File: src/rtl/ippcrc_crc32_chk8.sv
// ippcrc_crc32_chk8 -- receive-side CRC-32 (IEEE 802.3) checker, 8-bit datapath.
// Accumulates CRC over the whole frame including FCS, checks the fixed residue,
// reports good/crcerr/runt/abort plus length per frame, and forwards the bytes.
// Build option: IPPCRC_CHK_STRIP_EN strips the 4 FCS bytes from the forwarded stream.
module ippcrc_crc32_chk8 #(
  parameter int LEN_W   = 16,
  parameter int MIN_LEN = 64
) (
  input  logic             clk,
  input  logic             rst_n,
  input  logic [7:0]       din,
  input  logic             din_vld,
  input  logic             din_sop,
  input  logic             din_eop,
  output logic [7:0]       dout,
  output logic             dout_vld,
  output logic             dout_sop,
  output logic             dout_eop,
  output logic             chk_vld,
  output logic             chk_ok,
  output logic             chk_crcerr,
  output logic             chk_runt,
  output logic             chk_abort,
  output logic [LEN_W-1:0] chk_len
);

  localparam logic [31:0]      POLY     = 32'h04C1_1DB7;
  localparam logic [31:0]      RESIDUE  = 32'hC704_DD7B;
  localparam logic [31:0]      CRC_INIT = 32'hFFFF_FFFF;
  localparam logic [LEN_W-1:0] LEN_MAX  = '1;
  localparam logic [LEN_W-1:0] MIN_L    = LEN_W'(MIN_LEN);

  typedef enum logic {IDLE, FRAME} state_t;

  typedef struct packed {
    logic             ok;
    logic             crcerr;
    logic             runt;
    logic             abort;
    logic [LEN_W-1:0] len;
  } stat_t;

  // a 1-byte frame can never carry a valid FCS and is always short
  localparam stat_t ONE_STAT = '{ok: 1'b0, crcerr: 1'b1, runt: 1'b1, abort: 1'b0, len: LEN_W'(1)};

  state_t           state, state_nxt;
  logic [31:0]      crc, crc_nxt, crc_upd;
  logic [LEN_W-1:0] len, len_nxt, len_inc;
  stat_t            stat, stat_nxt;
  logic             stat_ld, pend_one, pend_nxt;
  logic             accept, ev_abort, ev_one, ev_end;

  // MSB-first register; din[0] is the first line bit, so it meets crc[31] first
  function automatic logic [31:0] crc_byte(input logic [31:0] c, input logic [7:0] d);
    logic [31:0] r;
    r = c;
    for (int i = 0; i < 8; i++)
      r = {r[30:0], 1'b0} ^ ((r[31] ^ d[i]) ? POLY : 32'h0);
    return r;
  endfunction

  assign accept   = din_vld & (din_sop | (state == FRAME));
  assign ev_abort = din_vld & din_sop & (state == FRAME);
  assign ev_one   = din_vld & din_sop & din_eop;
  assign ev_end   = din_vld & din_eop & ~din_sop & (state == FRAME);
  assign crc_upd  = crc_byte(din_sop ? CRC_INIT : crc, din);
  assign len_inc  = (len == LEN_MAX) ? len : len + 1'b1;

  // frame tracking: crc/length advance only on accepted bytes; sop restarts both
  always_comb begin
    state_nxt = state;
    crc_nxt   = crc;
    len_nxt   = len;
    if (accept) begin
      state_nxt = din_eop ? IDLE : FRAME;
      crc_nxt   = din_eop ? CRC_INIT : crc_upd;
      len_nxt   = din_eop ? '0 : (din_sop ? LEN_W'(1) : len_inc);
    end
  end

  // status selection; a 1-byte frame that also aborts the previous one is deferred a cycle
  always_comb begin
    stat_nxt = stat;
    stat_ld  = 1'b0;
    pend_nxt = 1'b0;
    if (pend_one) begin
      stat_nxt = ONE_STAT;
      stat_ld  = 1'b1;
      pend_nxt = ev_one;
    end else if (ev_abort) begin
      stat_nxt.ok     = 1'b0;
      stat_nxt.crcerr = 1'b0;
      stat_nxt.runt   = (len < MIN_L);
      stat_nxt.abort  = 1'b1;
      stat_nxt.len    = len;
      stat_ld         = 1'b1;
      pend_nxt        = ev_one;
    end else if (ev_end) begin
      stat_nxt.crcerr = (crc_upd != RESIDUE);
      stat_nxt.runt   = (len_inc < MIN_L);
      stat_nxt.abort  = 1'b0;
      stat_nxt.ok     = ~stat_nxt.crcerr & ~stat_nxt.runt;
      stat_nxt.len    = len_inc;
      stat_ld         = 1'b1;
    end else if (ev_one) begin
      stat_nxt = ONE_STAT;
      stat_ld  = 1'b1;
    end
  end

  // frame state, crc, length and status registers
  always_ff @(posedge clk or negedge rst_n) begin
    if (!rst_n) begin
      state    <= IDLE;
      crc      <= CRC_INIT;
      len      <= '0;
      stat     <= '0;
      chk_vld  <= 1'b0;
      pend_one <= 1'b0;
    end else begin
      state    <= state_nxt;
      crc      <= crc_nxt;
      len      <= len_nxt;
      stat     <= stat_nxt;
      chk_vld  <= stat_ld;
      pend_one <= pend_nxt;
    end
  end

  assign chk_ok     = stat.ok;
  assign chk_crcerr = stat.crcerr;
  assign chk_runt   = stat.runt;
  assign chk_abort  = stat.abort;
  assign chk_len    = stat.len;

`ifdef IPPCRC_CHK_STRIP_EN
  logic [3:0][7:0] dline;
  logic [2:0]      fill;
  logic            first;

  // 4-byte delay line holds back the FCS; a byte leaves only when pushed out by a 5th
  always_ff @(posedge clk or negedge rst_n) begin
    if (!rst_n) begin
      dline    <= '0;
      fill     <= '0;
      first    <= 1'b0;
      dout     <= '0;
      dout_vld <= 1'b0;
      dout_sop <= 1'b0;
      dout_eop <= 1'b0;
    end else begin
      dout_vld <= 1'b0;
      dout_sop <= 1'b0;
      dout_eop <= 1'b0;
      if (accept) begin
        dline <= {dline[2:0], din};
        if (din_sop) begin
          fill  <= din_eop ? 3'd0 : 3'd1;
          first <= 1'b1;
        end else if (fill == 3'd4) begin
          dout     <= dline[3];
          dout_vld <= 1'b1;
          dout_sop <= first;
          dout_eop <= din_eop;
          first    <= 1'b0;
          fill     <= din_eop ? 3'd0 : 3'd4;
        end else begin
          fill <= din_eop ? 3'd0 : fill + 3'd1;
        end
      end
    end
  end
`else
  // every accepted byte forwarded one cycle later, FCS included
  always_ff @(posedge clk or negedge rst_n) begin
    if (!rst_n) begin
      dout     <= '0;
      dout_vld <= 1'b0;
      dout_sop <= 1'b0;
      dout_eop <= 1'b0;
    end else begin
      dout_vld <= accept;
      dout_sop <= accept & din_sop;
      dout_eop <= accept & din_eop;
      if (accept) dout <= din;
    end
  end
`endif

endmodule
File: config.mk
export PLATFORM = sky130hd
export DESIGN_NAME = ippcrc_crc32_chk8
export DESIGN_NICKNAME = d
export VERILOG_FILES = /design/src/rtl/ippcrc_crc32_chk8.sv
export SDC_FILE = /design/constraint.sdc
export NUM_CORES = 1
export LEC_CHECK = 0
export ABC_AREA = 1
export CORE_MARGIN = 5
export CORE_UTILIZATION = 55
export DETAILED_ROUTE_END_ITERATION = 16
export PLACE_DENSITY = 0.88
export SETUP_SLACK_MARGIN = 0.3
export SLEW_MARGIN = 25
export SYNTH_ARGS = -nofsm -noshare
export SYNTH_HDL_FRONTEND = slang
export SYNTH_SLANG_ARGS = --single-unit
File: constraint.sdc
create_clock -name clk -period 2.8 [get_ports clk]
set_clock_uncertainty 0.2 [all_clocks]
set_input_delay 0.56 -clock clk [delete_from_list [all_inputs] [get_ports clk]]
set_output_delay 0.56 -clock clk [all_outputs]
set_load 0.005 [all_outputs]
# Word level (Yosys, flattened, before mapping)
# Cells that the tools add are included.
[totals]
word_cells = 74
ff_bits = 82
[op_classes]
n_mux = 24
order_cmp = 2
n_reduce_logical = 1
n_addsub = 1
bitwise_logic = 30
eq_ne = 2
[op_table]
columns = ["op", "n"]
rows = [
  ["$xor 32x27->32", 8],
  ["$mux 27", 8],
  ["$mux 20", 4],
  ["$mux 32", 2],
  ["$mux 16", 3],
  ["$lt 16x7->1 const B", 2],
  ["$ne 32x32->1 const B", 1],
  ["$add 16x1->16 const B", 1],
  ["$eq 16x16->1 const B", 1],
  ["$and 1x1->1", 10],
  ["$xor 1x1->1", 8],
  ["$mux 1", 7],
  ["$reduce_bool 4->1", 1],
  ["$not 1->1", 3],
  ["$or 1x1->1", 1],
]

# Logic depth before layout (Yosys ltp)
[logic_depth]
depth_word = 31
mapped_depth = 18

# Worst setup path before layout
# Ideal clock, no wire load.
[synth_timing]
path_type = "input to register"
start = "input port din_sop"
end = "register stat, in the netlist chk_crcerr"
setup_ns = 0.125
t_arrival_ns = 2.055
required_time_ns = 2.475
setup_slack_ns = 0.421
cell_stages = 16
path_cell_list = "buf_6 -> nor2_1 -> nor2_1 -> nor2_1 -> nand2_1 -> nand2_2 -> ha_1 -> inv_1 -> nor2_1 -> nand2_1 -> nor2_1 -> nand3_1 -> nor2_1 -> nand3_1 -> nor2_2 -> a21oi_1"
[synth_between]
elab_chain_len = 17
elab_cells_between_ends = 36
cone_classes = "1 x eq/ne; 12 x mux; 22 x bitwise; 1 x reduce/logical"
[synth_lines]
columns = ["element", "line", "source"]
rows = [
  ["start: declaration", "13", "input logic din_sop,"],
  ["$mux 32", "66", "assign crc_upd = crc_byte(din_sop ? CRC_INIT : crc, din);"],
  ["$xor 32x27->32 or $xor 1x1->1 (tied branches)", "58", "r = {r[30:0], 1'b0} ^ ((r[31] ^ d[i]) ? POLY : 32'h0);"],
  ["$xor 1x1->1 or $mux 27 (tied branches)", "58", ""],
  ["$mux 27 or $xor 32x27->32 (tied branches)", "58", ""],
  ["$xor 32x27->32 (5 in a row)", "58", ""],
  ["$xor 32x27->32 or $xor 1x1->1 (tied branches)", "58", ""],
  ["$xor 1x1->1 or $mux 27 (tied branches)", "58", ""],
  ["$mux 27 or $xor 32x27->32 (tied branches)", "58", ""],
  ["$xor 32x27->32", "58", ""],
  ["$ne 32x32->1", "99", "stat_nxt.crcerr = (crc_upd != RESIDUE);"],
  ["$mux 20", "98", "end else if (ev_end) begin"],
  ["$mux 20", "90", "end else if (ev_abort) begin"],
  ["$mux 20", "86", "if (pend_one) begin"],
  ["end signal: assignment", "124", "stat <= stat_nxt;"],
  ["end: declaration", "49", "stat_t stat, stat_nxt;"],
]
# Parallel ways exist; a longest one is shown, timed or not.
# A chain may end at the register's enable or synchronous reset.

# Worst setup path after layout
[layout_timing]
start = "input port din[2]"
end = "register stat, in the netlist chk_crcerr"
[layout_between]
elab_chain_len = 12
[layout_lines]
columns = ["element", "line", "source"]
rows = [
  ["start: declaration", "11", "input logic [7:0] din,"],
  ["$xor 1x1->1", "58", ""],
  ["$mux 27", "58", ""],
  ["$xor 32x27->32 (6 in a row)", "58", ""],
  ["$ne 32x32->1", "99", ""],
  ["$mux 20", "98", ""],
  ["$mux 20", "90", ""],
  ["$mux 20", "86", ""],
]
# No other way between the ends.

==> key figures <==
Status
  – Run status: finished clean

Timing
  – Final WS setup: 376.8 ps
  – Peak Freq: 412.7 MHz
  – Unrepaired setup endpoints after global routing: true
  – Rel. slew slack: 0.6545
  – Hold Vio Cnt, Final: 0
  – Setup TNS: 0 ps
  – Post-layout min period: 2423 ps
  – Fin. max-slew vios: 0
  – Actual slew at the worst max-slew pin: 518.3 ps
  – Hold_ws: 292.3 ps
  – Part of the cycle the worst path needs: 0.8654
  – # setup viols final: 0

Synthesis
  – Seq/Total Area, Yosys: 0.3865
  – Cell count after synthesis: 792
  – Mapped Nets: 807
  – Unique masters post-synth: 38
  – Syn_area_per_cell: 6.834 µm²
  – Synth Warn #: 0
  – Mapped cell area: 5413 µm²
  – Post-synthesis register bit count: 82

Power and ir drop
  – VDD IR max: 0.3553 mV
  – Power per standard cell area: 663.4 nW/µm²
  – Lkg Pwr: 3.611 nW

Routing
  – Post-route ant nets: 0
  – Average via count per standard cell: 5.674
  – Routed wire length: 17,660 µm
  – Iter 0 DRT Violations: 662
  – DRC viols: 0
  – Via count: 6,105
  – Avg WL per Cell: 16.41 µm
  – Pre-antenna DRT Iters: 7

Layout
  – Ant. Diodes: 0
  – Layout cells sized above 1: 0.2556
  – Final Util: 0.7448
  – Nets@finish: 953
  – Most frequent cells in the layout: nand2_1 (243), buf_4 (105), inv_1 (84)
  – Most common cell after layout, fill and taps aside: nand2_1
  – Final cell count without fillers: 1,076
  – Layout area overhead: 33.26%

Worst setup path
  – Crit path required time: 2860 ps
  – WS Path Type: in2reg
  – Worst-path fanout max: 4
  – Startpoint types: input port
  – Critical Path Start: din[2]
  – CP max stage cell: clkdlybuf4s50_1
  – Most common cell type on the critical path: nand2_1
  – Crit. End Element: flip-flop
  – CP cell instances: clkdlybuf4s50_1 -> buf_4 -> nor2_2 -> nor2_4 -> nand2_2 -> nand2_1 -> nand2_1 -> nand2_1 -> nand2_1 -> nand2_1 -> nand2_1 -> nor2_1 -> nand2_1 -> nor2_2 -> a21oi_1
  – Arrival time worst endpoint: 2480 ps
  – RR Startpoint: len[0]$_DFFE_PN0P_
  – Crit-path max cell delay: 480 ps

Global routing
  – Grt total ovfl: 0
  – Largest net degree at the start of global routing: 45
  – Tot GR Track Use: 0.2998
  – Initial antenna violation count: 0
  – Vias in the first global route: 5,573
  – First-pass GRT wire length: 27,570 µm

Floorplanning
  – Overall die height: 109.2 µm
  – Io pins: 45
  – # rows: 36
  – Initial core utilization: 0.5589
  – Die W: 109.2 µm
  – Die area: 11,930 µm²
  – Core footprint: 9684 µm²

CTS
  – Clk slew on worst S/H paths: 90 ps
  – CTS sink count: 82
  – Worst skew pair latency: 370 ps
  – Htree depth: 3
  – CTS Buf Count: 9
  – Max Root-Sink Buffers: 2
  – Clock root buffer: clkbuf_8
  – CTS tree: yes

Placed design
  – Placed Cells: 1,049
  – Buffers on Ports: 44
  – Global placement routability congestion: 1.007
  – Setup Slack @ Placement: -201.8 ps
  – Hpwl dp: 12,680 µm

Hold path
  – Hold Crit Start: chk_len[0]$_DFFE_PN0P_
  – Hold crit path type: reg2reg

Run
  – Max-Cap Viols: 0
[layer usage]
layer  wire (µm)  global-route usage  up-vias
met2        8008              0.4623      370
met5           0                   0        -
met3        1950             0.06394       69
met4         588              0.1291        0
met1        7110              0.4078     2825
li1            -                   -     2841
[repair_timing]
| item | in CTS | in global routing |
|---|---|---|
| hold buffers | 1 | 0 |
| setup buffers | 0 | 9 |
| endpoints found under the hold margin | 20 | 0 |
| pin swaps | 1 | 18 |
| resized for setup | 5 | 51 |
| setup endpoints to repair | 3 | 8 |
| cloned | 1 | 0 |
[cell type report]
cell class	count	area (µm²)
Timing Repair Buffer	157	1409
Inverter	95	371.6
Clock inverter	5	62.56
Multi-Input combinational cell	593	2970
Tap cell	133	166.4
Clock buffer	11	141.4
Fill cell	707	2471
Sequential cell	82	2092
[worst max-delay path, delay by kind of cell]
kind	cells	cell delay, ps
AOI/OAI and AO/OA	1	80
buffers and inverters	2	610
and+or+nand+nor	12	1220
[stage by stage]
stage / cell area [µm²] / power (W)
after floorplan: 5413 / 0.002698
after global placement: 6739 / 0.003689
after detailed placement: 6739 / 0.003738
after CTS: 6999 / 0.004646
after global routing: 7213 / 0.005067
final: 7213 / 0.004785
[power by group]
part / internal (W) / total (W) / switching, W
sequential: 0.00150 / 0.00166 / 0.000157
combinational: 0.00101 / 0.00221 / 0.00120
clock: 0.000442 / 0.000912 / 0.000470
[cells in the mapped netlist (all sizes together)]
cell type | instances | area (µm²)
nand2 | 283 | 1152
nor2 | 97 | 391.6
inv | 93 | 354.1
nand3 | 68 | 350.3
dfrtp | 50 | 1251
o21ai | 40 | 211.5
dfstp | 32 | 840.8
o22ai | 23 | 143.9
a21oi | 22 | 110.1
buf | 13 | 100.1
xor2 | 13 | 113.9
clkbuf | 9 | 33.78
nand3b | 9 | 67.56
nor3 | 7 | 45.04
a22oi | 5 | 37.54
a22o | 4 | 35.03
nand4 | 4 | 25.02
a31oi | 3 | 18.77
nor4 | 3 | 18.77
o221ai | 3 | 26.28
a221oi | 2 | 17.52
clkinv | 2 | 7.510
ha | 2 | 25.02
o21a | 2 | 15.01
or2 | 2 | 12.51
nor3b | 1 | 7.510
[cells by family (layout without fill, tap and decap cells)]
kind of cell | after synthesis | count (layout) | share of synthesized area
fa+ha+maj | 2 | 2 | 0.004622
flops | 82 | 82 | 0.3865
simple gates | 474 | 474 | 0.3826
compound gates | 104 | 104 | 0.1137
xor+xnor | 13 | 13 | 0.02104
buf+inv | 117 | 268 | 0.09154
[final timing paths]
kind	to	slack (ps)	cells after the start
worst max-delay path	chk_crcerr$_DFFE_PN0P_	380	15
worst min-delay path	chk_len[0]$_DFFE_PN0P_	290	2
worst min register to register	chk_len[0]$_DFFE_PN0P_	290	2
max in group asynchronous	crc[22]$_DFFE_PN1P_	1230	3
min in group asynchronous	len[0]$_DFFE_PN0P_	510	2
worst max register to register	chk_runt$_DFFE_PN0P_	380	13
[flip-flops by register name, indices dropped and copies added, names as in the netlist]
signal,cells
dout_vld,1
dout_eop,1
chk_vld,1
dout,8
chk_abort,1
state,1
chk_crcerr,1
chk_ok,1
chk_runt,1
chk_len,16
crc,32
dout_sop,1
pend_one,1
len,16
No activity file was read; power rests on OpenSTA's default activity.
